[src/rtl/serial_tx_shifter.sv]
// Parallel-to-serial transmitter with a one-word holding buffer.
// Words stream back-to-back with no idle gap. frame_start marks the first bit of each word.
module serial_tx_shifter #(
  parameter int WIDTH     = 8,
  parameter bit MSB_FIRST = 1'b1
) (
  input  logic             clk,
  input  logic             rst_n,
  input  logic             in_valid,
  input  logic [WIDTH-1:0] in_data,
  output logic             in_ready,
  output logic             ser_out,
  output logic             ser_valid,
  output logic             frame_start,
  output logic             busy
);

  localparam int CW = $clog2(WIDTH);
  localparam logic [CW-1:0] LAST = CW'(WIDTH - 1);

  typedef enum logic {IDLE, SHIFT} state_t;

  state_t           state_q, state_d;
  logic [WIDTH-1:0] shift_q, shift_d;
  logic [CW-1:0]    cnt_q, cnt_d;
  logic [WIDTH-1:0] hold_q, hold_d;
  logic             hold_full_q, hold_full_d;
  logic             ser_out_q, ser_out_d;
  logic             ser_valid_q, ser_valid_d;
  logic             frame_start_q, frame_start_d;
  logic             busy_q, busy_d;
  logic             xfer;

  function automatic logic first_bit(input logic [WIDTH-1:0] w);
    return MSB_FIRST ? w[WIDTH-1] : w[0];
  endfunction

  function automatic logic [WIDTH-1:0] advance(input logic [WIDTH-1:0] w);
    return MSB_FIRST ? {w[WIDTH-2:0], 1'b0} : {1'b0, w[WIDTH-1:1]};
  endfunction

  assign in_ready = !hold_full_q;
  assign xfer     = in_valid && !hold_full_q;

  always_comb begin
    state_d       = state_q;
    shift_d       = shift_q;
    cnt_d         = cnt_q;
    hold_d        = hold_q;
    hold_full_d   = hold_full_q;
    frame_start_d = 1'b0;
    unique case (state_q)
      IDLE: begin
        if (xfer) begin
          shift_d       = in_data;
          cnt_d         = '0;
          state_d       = SHIFT;
          frame_start_d = 1'b1;
        end
      end
      SHIFT: begin
        if (cnt_q == LAST) begin
          // A buffered word always wins; in_ready is low then, so no transfer can collide with it.
          if (hold_full_q) begin
            shift_d       = hold_q;
            hold_full_d   = 1'b0;
            cnt_d         = '0;
            frame_start_d = 1'b1;
          end else if (xfer) begin
            shift_d       = in_data;
            cnt_d         = '0;
            frame_start_d = 1'b1;
          end else begin
            shift_d = '0;
            cnt_d   = '0;
            state_d = IDLE;
          end
        end else begin
          shift_d = advance(shift_q);
          cnt_d   = cnt_q + 1'b1;
          if (xfer) begin
            hold_d      = in_data;
            hold_full_d = 1'b1;
          end
        end
      end
      default: state_d = IDLE;
    endcase
    // Outputs are computed from next state so they reflect the bit being shifted during the coming cycle.
    ser_valid_d = (state_d == SHIFT);
    ser_out_d   = (state_d == SHIFT) && first_bit(shift_d);
    busy_d      = (state_d == SHIFT) || hold_full_d;
  end

  always_ff @(posedge clk or negedge rst_n) begin
    if (!rst_n) begin
      state_q       <= IDLE;
      shift_q       <= '0;
      cnt_q         <= '0;
      hold_q        <= '0;
      hold_full_q   <= 1'b0;
      ser_out_q     <= 1'b0;
      ser_valid_q   <= 1'b0;
      frame_start_q <= 1'b0;
      busy_q        <= 1'b0;
    end else begin
      state_q       <= state_d;
      shift_q       <= shift_d;
      cnt_q         <= cnt_d;
      hold_q        <= hold_d;
      hold_full_q   <= hold_full_d;
      ser_out_q     <= ser_out_d;
      ser_valid_q   <= ser_valid_d;
      frame_start_q <= frame_start_d;
      busy_q        <= busy_d;
    end
  end

  assign ser_out     = ser_out_q;
  assign ser_valid   = ser_valid_q;
  assign frame_start = frame_start_q;
  assign busy        = busy_q;

endmodule

[config.mk]
export PLATFORM = sky130hd
export DESIGN_NAME = serial_tx_shifter
export DESIGN_NICKNAME = d
export VERILOG_FILES = /design/src/rtl/serial_tx_shifter.sv
export SDC_FILE = /design/constraint.sdc
export NUM_CORES = 1
export LEC_CHECK = 0
export CORE_ASPECT_RATIO = 1.25
export CORE_MARGIN = 4
export CORE_UTILIZATION = 50
export DETAILED_ROUTE_END_ITERATION = 8
export GPL_ROUTABILITY_DRIVEN = 0
export PLACE_DENSITY = 0.74
export SLEW_MARGIN = 10
export SYNTH_ARGS = -nofsm -noshare
export SYNTH_HDL_FRONTEND = slang
export SYNTH_SLANG_ARGS = --single-unit
[constraint.sdc]
create_clock -name clk -period 2.1 [get_ports clk]
set_input_delay 0.315 -clock clk [delete_from_list [all_inputs] [get_ports clk]]
set_output_delay 0.315 -clock clk [all_outputs]
set_load 0.03 [all_outputs]
# After elaboration in Yosys (flattened, before gate mapping)
# Index checks and enable logic that the tools add are counted.
# totals
output_inout_bits	5
input_bits	11
word_cells	36
ff_bits	24
# classes
eq_ne	2
reduce_logical	5
n_bitwise	2
n_addsub	1
mux	17
# op_table
cell	n
8-bit two-way mux	4
8-bit case mux with 2 select lines	1
1-bit two-way mux	7
3-bit two-way mux	2
3-bit case mux with 2 select lines	1
1-bit case mux with 2 select lines	2
3-bit by 1-bit adder with 3-bit output, second input constant	1
3-bit == test, second input constant	1
3-bit AND reduction	1
1-bit logical AND	2
2-bit != test, second input constant	1
1-bit NOT	2
1-bit zero test	1
1-bit logical OR	1

# Depth between registers and ports, before layout
# Gate-level depths: netlist of run 1.
# logic_depth
ltp_word	7
ltp_mapped	6
mapped_depth_nobuf	5

# Worst setup path before layout of run 1
# Ideal clock, no wire load.
# synth_timing
kind	reg-to-reg
startpoint	reg cnt_q[0]
endpoint	reg hold_q[0]
arrival_ns	1.490
path_buffers	0
setup_ns	0.125
path_stages_with_launch	5
t_required_ns	1.975
slack_ns	0.485
period_less_slack_ns	1.615
cell_sequence	dfrtp_1 -> ha_1 -> ha_1 -> nor3_4 -> mux2_2
# synth_between
elab_chain_cells	3
# synth_lines
item	line	rtl
start: declaration	25	logic [CW-1:0] cnt_q, cnt_d;
start signal: assignment	109	cnt_q <= cnt_d;
3-bit == test	62	if (cnt_q == LAST) begin
1-bit NOT (no source line)	--	
3-bit AND reduction (no source line)	--	
end signal: assignment	110	hold_q <= hold_d;
end: declaration	26	logic [WIDTH-1:0] hold_q, hold_d;
# No other way between the ends.
# A chain may end at the register's enable or synchronous reset.

# Worst setup path in the final report of run 1
# layout_timing
startpoint	reg hold_full_q
endpoint	out in_ready
# layout_between
elab_chain_cells	1
# layout_lines
item	line	rtl
start: declaration	27	logic hold_full_q, hold_full_d;
start signal: assignment	111	hold_full_q <= hold_full_d;
1-bit zero test	42	assign in_ready = !hold_full_q;
end: declaration	11	output logic in_ready,
# No other way between the ends.

==> metrics.yaml, run 1 <==
run_status:
  outcome: "completed"
detailed_routing:
  drt_pass1_iterations: 4
  drt_iter0_markers: 34
  wl_per_cell_um: 14.6
  final_antenna_net_count: 0
  wl_met3_um: 84
  wl_met1_mm: 1.12
  vias_per_cell: 5.42
  drc: 0
  finalWirelength_mm: 2.37
  vias: 878
  routed-wl-met2_mm: 1.15
  top_layer_used: "met4"
synthesis:
  synthMuxAreaShare_pct: 12.4
  synth.net_count: 129
  yosys.area.top_type_share_pct: 49.8
  syn_area_um2: 1210
  ys_warn_count: 0
  synthAdderAreaFrac_pct: 3.11
  yosys.area_share.simple_pct: 16.9
  yosys-top-cells-area: "dfrtp_1, mux2_2, mux2i_1, nand2_1, nor2b_1"
  ys_ff_latch: 24
  ys_seq_area_share_pct: 49.8
  yosysUniqueCellTypes: 28
  synth_area_leader_cell: "dfrtp_1"
  yosys.area_share.xor_xnor_pct: 0
  synth-compound-area-share_pct: 13.5
  avgSynthCellArea_um2: 10.5
  synth_top_family_by_area: "simple AND/OR/NAND/NOR gates"
  synthCells: 115
worst_setup_path:
  reg2reg_slack_ns: 0.30
  worstSetupPathType: "register to output pin"
  reg2reg_from: "cnt_q[0]"
  crit_start: "hold_full_q"
  critPathCapture: "in_ready"
  arrival_ns: 1.63
  cp-start-kind: "register"
  reg2reg_depth: 4
  end_kind: "output pin"
  critPathMaxFanout: 11
  critPathRequiredTime_ns: 1.78
  r2r-end: "hold_q[1]"
placement:
  postPlaceCellArea_um2: 1410
  portBuffers: 15
  pre_cts_slack_ns: 0.293
  dp.cells: 159
  hpwl_mm: 1.68
global_routing:
  antenna_found_initial: 0
  grt_pass1_wl_mm: 4.17
  track_usage_pct: 16.6
  grt_start_max_net_pins: 25
  overflow: 0
  grt_pass1_vias: 924
sta:
  rsz0062_at_grt: "false"
  finalHoldViolCount: 0
  relSlewSlack_pct: 71.4
  finalCritPeriodShare_pct: 92.5
  whs_ns: 0.337
  final.setup_skew_ns: 0.0122
  period_minus_slack_ns: 1.94
  tns_ns: 0
  tightest_slew_ns: 0.427
  finalSetupViolCount: 0
  fmax_mhz: 515
  final_max_slew_viol_count: 0
  setup_slack_ns: 0.157
clock_tree:
  cts.sinks: 24
  cts_buffers: 3
  clock_path_buffers: 2
  post_cts.repair.setup_buffers: 0
  cts_root_buf: "clkbuf_4"
  path_clk_slew_ns: 0.14
  htreeDepth: 1
  postCtsHoldBufs: 0
  clk_latency_ns: 0.31
  cts_tree: "built"
  cts_resized: 0
job:
  drv_cap: 0
pwr:
  power_mw: 1.77
  peakVddDrop_v: 0.000634
  p_leak_nw: 0.641
  p_per_area_nw_per_um2: 1240
die:
  dieHeight_um: 62.9
  die_w_um: 51.9
  initial_utilization_pct: 53.4
  row_count: 19
  top_level_ports: 16
  core-area_um2: 2260
  dieArea_um2: 3270
final_layout:
  post-route-util_pct: 63.3
  num_antenna_cells: 0
  syn2layout_area_growth_pct: 18.6
  num-nets-final: 147
  finalInstanceArea_um2: 1430
  final_cells: 162
  multiInputGateArea_um2: 554
  layout-drive-gt1-share_pct: 15.3
  fill_cells: 187
  regArea_um2: 601
worst_hold_path:
  min_path_type: "input pin to async pin"
==> metal layers <==
metal / track usage, % / vias up
met5: 0 / -
met3: 2.15 / 2
met4: 6.89 / 0
li1: - / 441
met2: 27.7 / 15
met1: 21.0 / 420
==> kinds of logic (layout without fill, tap and decap cells) <==
logic type	Yosys count	in the layout
buffers and inverters	12	28
adder cells (fa/ha/maj)	3	3
AND/OR/NAND/NOR	37	37
AO/OA/AOI/OAI	25	25
multiplexers	14	14
flip-flops	24	24
==> state kept, by name, summed over array words and instances, names as in the netlist <==
signal       count
busy             1
cnt_q            3
frame_start      1
hold_full_q      1
hold_q           8
ser_out          1
ser_valid        1
shift_q          8
==> worst max-delay path, stage by stage (launching register included) <==
cell             delay [ns]
dfrtp_1                0.53
inv_1                  0.13
clkdlybuf4s50_1        0.67
==> area by class of cell <==
type                            count  area share, %
Clock buffer                        3           1.57
Inverter                            3          0.787
Multi-Input combinational cell     79           38.8
Sequential cell                    24           42.0
Tap cell                           31           2.71
Timing Repair Buffer               22           14.2
==> placed cells by master, fill, tap and decap left out, drive strengths merged, types with 3 or more instances in the layout <==
cell type       n
o21ai          10
mux2            8
mux2i           6
clkdlybuf4s50  15
inv             3
o211ai          6
nand2          14
buf             7
nor2b           8
dfrtp          24
nor3            3
ha              3
clkbuf          3
and3            6
==> report_power, final <==
part / internal (mW) / total [mW] / switching, mW
Sequential: 0.667 / 0.793 / 0.126
Combinational: 0.389 / 0.772 / 0.384
Clock: 0.0670 / 0.201 / 0.134
==> synth_stat cells <==
library cell / number
a211o_1: 1
a211oi_1: 2
a21bo_2: 1
a21oi_1: 1
a221oi_1: 1
a22oi_1: 1
and2_1: 1
and3_1: 6
and3b_1: 2
buf_1: 1
buf_2: 4
clkbuf_1: 3
clkbuf_2: 1
dfrtp_1: 24
ha_1: 3
inv_1: 3
mux2_2: 8
mux2i_1: 6
nand2_1: 14
nand2b_1: 1
nor2_1: 2
nor2b_1: 8
nor3_1: 2
nor3_4: 1
o211ai_1: 6
o21ai_0: 9
o21ai_1: 1
o22ai_1: 2
==> worst min path at each step <==
stage	startpoint	endpoint	cells past startpoint	slack (ns)
after CTS	rst_n	cnt_q[0]	2	0.35
after detailed placement	hold_q[2]	hold_q[2]	1	0.49
after global placement	hold_q[2]	hold_q[2]	1	0.48
final	rst_n	cnt_q[0]	2	0.34
after global routing	rst_n	ser_valid	2	0.36
after floorplan	rst_n	busy	0	0.02
Note: power is estimated with default switching activity, not from simulation.
==> inputs of run 2 (changes only) <==
--- a/config.mk
+++ b/config.mk
@@ -5,6 +5,8 @@
 export SDC_FILE = /design/constraint.sdc
 export NUM_CORES = 1
 export LEC_CHECK = 0
+export ABC_CLOCK_PERIOD_IN_PS = 2100
+export CAP_MARGIN = 10
 export CORE_ASPECT_RATIO = 1.25
 export CORE_MARGIN = 4
 export CORE_UTILIZATION = 50
==> results of run 2 <==
Final layout, timing and power as in run 1 (identical DEF).
==> inputs of run 3 (changes only) <==
--- a/config.mk
+++ b/config.mk
@@ -5,14 +5,16 @@
 export SDC_FILE = /design/constraint.sdc
 export NUM_CORES = 1
 export LEC_CHECK = 0
-export ABC_CLOCK_PERIOD_IN_PS = 2100
+export ABC_AREA = 1
+export ABC_CLOCK_PERIOD_IN_PS = 1700
 export CAP_MARGIN = 10
 export CORE_ASPECT_RATIO = 1.25
 export CORE_MARGIN = 4
-export CORE_UTILIZATION = 50
+export CORE_UTILIZATION = 48
 export DETAILED_ROUTE_END_ITERATION = 8
 export GPL_ROUTABILITY_DRIVEN = 0
 export PLACE_DENSITY = 0.74
+export REMOVE_ABC_BUFFERS = 1
 export SLEW_MARGIN = 10
 export SYNTH_ARGS = -nofsm -noshare
 export SYNTH_HDL_FRONTEND = slang
==> constraint.sdc (replaced) <==
create_clock -name clk -period 1.7 [get_ports clk]
set_input_delay 0.255 -clock clk [delete_from_list [all_inputs] [get_ports clk]]
set_output_delay 0.255 -clock clk [all_outputs]
set_load 0.03 [all_outputs]
==> run 3 against run 2 <==
Compared with the run above: clock power increased by 46%; sequential power up 20%; power up 27%; first-iteration DRC count decreased by 15%; synthesized area fell by 2.7%; register-to-register slack got worse by 0.10 ns; design area is 0.53% lower; clock-buffer cell count is 1 higher; worst setup slack worse by 0.039 ns; critical path type unchanged.
==> metrics.yaml, run 3 <==
run_status:
  outcome: "completed"
sta:
  finalSetupViolCount: 0  # unchanged
  finalCritPeriodShare_pct: 93.1
  relSlewSlack_pct: 78.3  # +6.9 points
  tightest_slew_ns: 0.322  # -0.106 ns
  final_max_slew_viol_count: 0  # unchanged
  finalHoldViolCount: 0  # unchanged
  final.setup_skew_ns: 0.00577  # -0.00643 ns
  rsz0062_at_grt: "false"
  fmax_mhz: 632
  period_minus_slack_ns: 1.58
  tns_ns: 0  # unchanged
worst_setup_path:
  worstSetupPathType: "register to output pin"
  reg2reg_depth: 6  # +2
  cp-start-kind: "register"
  reg2reg_slack_ns: 0.20  # -0.10 ns
  arrival_ns: 1.33  # -0.30 ns
  cp_slowest_cell: "clkdlybuf4s50_1"
  path_cells: "clkdlybuf4s50_1"
  critPathMaxStageDelay_ns: 0.66  # about the same
  crit_start: "ser_valid"
  end_kind: "output pin"
  cp.depth: 1  # -1
  critPathRequiredTime_ns: 1.44  # -0.34 ns
  critPathCapture: "ser_valid"
  path_buf_inv: 1  # -1
  cpLargestDelayFamily: "buffers and inverters"
  reg2reg_from: "cnt_q[0]"
  r2r-end: "shift_q[7]"
  critPathMaxFanout: 2  # -9
final_layout:
  syn2layout_area_growth_pct: 21.2
  layout_commonest_cell: "nand2_1"
  fill_cells: 191  # +2.1%
  layout-drive-gt1-share_pct: 19.0  # +3.8 points
  regArea_um2: 601  # unchanged
  num_antenna_cells: 0  # unchanged
  num-nets-final: 162  # +10%
  multiInputGateArea_um2: 512  # -7.7%
  final_cells: 178  # +9.9%
  reg_top3: "hold_q x8, shift_q x8, cnt_q x3"
  final_cell_mix: "nand2_1, dfrtp_1, nand3_1"
synthesis:
  synth-async-reset-ratio_pct: 100  # unchanged
  synth_edf_count: 0  # unchanged
  synth_common_cells: "nand2_1, dfrtp_1, nand3_1"
  synth_area_leader_cell: "dfrtp_1"
  synth-main-ff-cell: "dfrtp_1"
  yosysUniqueCellTypes: 22  # -21%
  yosys-top-cells-area: "dfrtp_1, nand2_1, nand3_1, nor2_4, ha_1"
  syn_area_um2: 1170  # -2.7%
  yosys.area.top_type_share_pct: 51.2  # +1.4 points
  ys_seq_area_share_pct: 51.2  # +1.4 points
  synthCells: 125  # +8.7%
  synth_most_common_cell: "nand2_1"
  ys_warn_count: 0  # unchanged
  avgSynthCellArea_um2: 9.39  # -10%
  ys_ff_latch: 24  # unchanged
die:
  dieArea_um2: 3310  # +1.2%
  top_level_ports: 16  # unchanged
  die_w_um: 52.2  # +0.57%
  core-area_um2: 2260  # unchanged
  dieHeight_um: 63.3  # +0.59%
  row_count: 19  # unchanged
  initial_utilization_pct: 52.0  # -1.4 points
clock_tree:
  clk_latency_ns: 0.31  # about the same
  clock_path_buffers: 2  # unchanged
  cts.sinks: 24  # unchanged
  path_clk_slew_ns: 0.13  # about the same
  cts_buffers: 3  # unchanged
  cts_tree: "built"
  htreeDepth: 1  # unchanged
  cts_root_buf: "clkbuf_4"
detailed_routing:
  drc: 0  # unchanged
  drt_pass1_iterations: 4  # unchanged
  wl_per_cell_um: 12.8  # -12%
  final_antenna_net_count: 0  # unchanged
  vias: 893  # +1.7%
  vias_per_cell: 5.02  # -7.4%
  drt_iter0_markers: 29  # -15%
  finalWirelength_mm: 2.28  # -3.4%
pwr:
  p_leak_nw: 0.668  # +4.2%
  peakVddDrop_v: 0.000889  # +40%
  p_per_area_nw_per_um2: 1580  # +28%
  power_mw: 2.25  # +27%
placement:
  dp.cells: 174  # +9.4%
  hpwl_mm: 1.78  # +5.9%
  portBuffers: 15  # unchanged
global_routing:
  antenna_found_initial: 0  # unchanged
  track_usage_pct: 15.9  # -0.71 points
  grt_start_max_net_pins: 25  # unchanged
  grt_pass1_wl_mm: 4.04  # -3.1%
  grt_pass1_vias: 942  # +1.9%
  overflow: 0  # unchanged
job:
  drv_cap: 0  # unchanged
worst_hold_path:
  min_path_type: "input pin to async pin"
run 3: cell count changes after synthesis, moves of 6 or more:
| cell | change |
|---|---|
| o211ai_1 | -6 |
| nand4_1 | +6 |
| mux2_2 | -8 |
| nand2_1 | +24 |
| nand3_1 | +16 |
| mux2i_1 | -6 |
| nor2b_1 | -8 |
| and3_1 | -6 |
run 3: kinds of logic (layout without fill, tap and decap cells):
kind of cell | Yosys count | count (layout) | share of synthesized area (%)
AOI/OAI and AO/OA | 10 | 10 | 5.22
adders and majority gates | 3 | 3 | 3.20
buffers and inverters | 13 | 35 | 5.22
DFF | 24 | 24 | 51.2
and+or+nand+nor | 75 | 75 | 35.2
run 3: per-stage QoR:
stage | utilization (%) | setup WS, ns | instance area, µm² | hold slack (ns)
2_1_floorplan | - | 0.228 | 1160 | -0.0406
3_3_place_gp | 61.4 | 0.191 | 1390 | 0.456
3_5_place_dp | 61.4 | 0.139 | 1390 | 0.479
4_1_cts | 63.0 | 0.102 | 1420 | 0.290
5_1_grt | 63.0 | 0.0548 | 1420 | 0.295
6_report | 63.0 | 0.118 | 1420 | 0.288
run 3: report_power, final:
part	leakage, nW	total, mW	internal (mW)	switching, mW
combinational	0.351	1.01	0.421	0.584
clock	0.0210	0.294	0.131	0.163
sequential	0.295	0.949	0.808	0.142
run 3: how the worst min path moves through the flow:
stage | from | end | slack [ns] | cells after the start
global route | rst_n | shift_q[0] | 0.29 | 2
detailed placement | shift_q[0] | shift_q[0] | 0.48 | 2
CTS | rst_n | ser_out | 0.29 | 2
global placement | hold_q[6] | hold_q[6] | 0.46 | 2
finish | rst_n | shift_q[0] | 0.29 | 2
floorplan | rst_n | busy | -0.04 | 0
run 3: final cells by class:
class                           instances  share of cell area, %
Sequential cell                        24                   42.2
Tap cell                               31                   2.73
Clock buffer                            4                   2.55
Multi-Input combinational cell         88                   36.0
Timing Repair Buffer                   20                   13.1
Inverter                               11                   3.43
run 3: timing repair:
item,in CTS,in global routing
resized for setup,1,0
hold buffers,0,0
endpoints found under the setup margin,1,0
buffers inserted,0,0
run 3: layer usage:
metal / wire length, µm / share of wire (%) / track usage [%] / vias up
li1: - / - / - / 458
met1: 1060 / 46 / 21.3 / 421
met2: 1130 / 50 / 25.2 / 12
met3: 73 / 3.2 / 3.07 / 2
met4: 17 / 0.74 / 6.07 / 0
met5: 0 / 0 / 0 / -
==> RTL change, RTL diff (config.mk and constraints of run 1) <==
Change the parameter `WIDTH` from 8 to 16.
--- a/src/rtl/serial_tx_shifter.sv
+++ b/src/rtl/serial_tx_shifter.sv
@@ -1,7 +1,7 @@
 // Parallel-to-serial transmitter with a one-word holding buffer.
 // Words stream back-to-back with no idle gap. frame_start marks the first bit of each word.
 module serial_tx_shifter #(
-  parameter int WIDTH     = 8,
+  parameter int WIDTH     = 16,
   parameter bit MSB_FIRST = 1'b1
 ) (
   input  logic             clk,
Interface: changed (resized in_data); port bits go from 16 to 24. The function was not compared with the original's and may differ.
==> RTL change against run 1 <==
- maximum frequency grew 7.4%
- worst setup slack gained 0.13 ns
- sequential cell count grew 17
- die area grew 55%
- synthesized area grew 65%
- clock power grew to 3.3 times the old value
- combinational power grew 45%
- clock skew shrank 0.0062 ns
- routed wire length grew 80%
- final area grew 68%
- power grew 77%
- critical endpoint unchanged
- highest routed layer unchanged
==> RTL change: results (changes against run 1) <==
{
  "nNetsFinal": {"value": 214, "change": "+46%"},
  "leakage_power_figure": {"value": 1.02, "unit": "nW", "change": "+60%"},
  "synth_commonest_cells": "sky130_fd_sc_hd__dfrtp_1 (41), sky130_fd_sc_hd__nand3_1 (15), sky130_fd_sc_hd__nand4_1 (11)",
  "dp_worst_setup_slack": {"value": 0.192, "unit": "ns", "change": "-0.100 ns"},
  "reg_top3": "hold_q (16), shift_q (16), cnt_q (4)",
  "multi_input_area_share": {"value": 36.3, "unit": "%", "change": "-2.5 points"},
  "avgSynthCellArea": {"value": 11.8, "unit": "um2", "change": "+13%"},
  "regArea": {"value": 0.00103, "unit": "mm2", "change": "+71%"},
  "synth_seq_area_share": {"value": 51.7, "unit": "%", "change": "+1.9 points"},
  "groute.layer.met3.usage": {"value": 5.15, "unit": "%", "change": "+3.0 points"},
  "ys_top_cells_by_area": "sky130_fd_sc_hd__dfrtp_1 (52%), sky130_fd_sc_hd__mux2_4 (7.6%), sky130_fd_sc_hd__mux2i_1 (4.5%)",
  "met3RoutedLength": {"value": 209, "unit": "um", "change": "+150%"},
  "global_route.usage.total": {"value": 18.7, "unit": "%", "change": "+2.1 points"},
  "timing.critical_path.arrival": {"value": 1.49, "unit": "ns", "change": "-0.14 ns"},
  "cts-hold-fix-buffers": {"value": 1, "change": "+1"},
  "drive_gt1_share": {"value": 20.5, "unit": "%", "change": "+5.2 points"},
  "layout.comb_gates.multi_input": {"value": 109, "change": "+38%"},
  "path_clk_slew": {"value": 0.08, "unit": "ns", "change": "-0.06 ns"},
  "grt_start_max_net_pins": {"value": 36, "change": "+44%"},
  "powerComb": {"value": 1.12, "unit": "mW", "change": "+45%"},
  "slew-limit-headroom": {"value": 69.6, "unit": "%", "change": "-1.9 points"},
  "final_layout_clock_cell_area_share": {"value": 4.85, "unit": "%", "change": "+3.3 points"},
  "max-vdd-ir-drop": {"value": 0.656, "unit": "mV", "change": "+3.5%"},
  "ys_types": {"value": 31, "change": "+11%"},
  "cts_root_buffer": "sky130_fd_sc_hd__clkbuf_8",
  "outcome": "complete, no violations",
  "first_global_vias": {"value": 1575, "change": "+70%"},
  "avgViaCountPerCell": {"value": 6.06, "change": "+12%"},
  "route.vias.total": {"value": 1510, "change": "+72%"},
  "buffer_area_share": {"value": 12.8, "unit": "%", "change": "-1.3 points"},
  "routed-wl-met2": {"value": 2.12, "unit": "mm", "change": "+85%"}
}
RTL change: logic make-up after synthesis:
group / synth area share, %
mux: 16.6
simple gates: 11.5
flops: 51.7
buf+inv: 4.54
compound gates: 14.6
fa+ha+maj: 0.630
xor+xnor: 0.441
RTL change: final timing paths:
path / endpoint / slack, ns / cells past startpoint
worst max-delay path: in_ready / 0.29 / 2
worst min-delay path: hold_q[14]$_DFFE_PN0P_ / 0.47 / 2
worst max register to register: busy$_DFF_PN0_ / 0.37 / 5
worst min register to register: hold_q[6]$_DFFE_PN0P_ / 0.51 / 1
max in group asynchronous: shift_q[6]$_DFFE_PN0P_ / 1.12 / 3
min in group clk: hold_q[6]$_DFFE_PN0P_ / 0.51 / 1
RTL change: metrics by stage:
step	area [um2]	hold WS, ns
after floorplan	1990	0.0194
after global placement	2270	0.236
after detailed placement	2270	0.250
after CTS	2400	0.473
after global routing	2400	0.503
final	2400	0.469
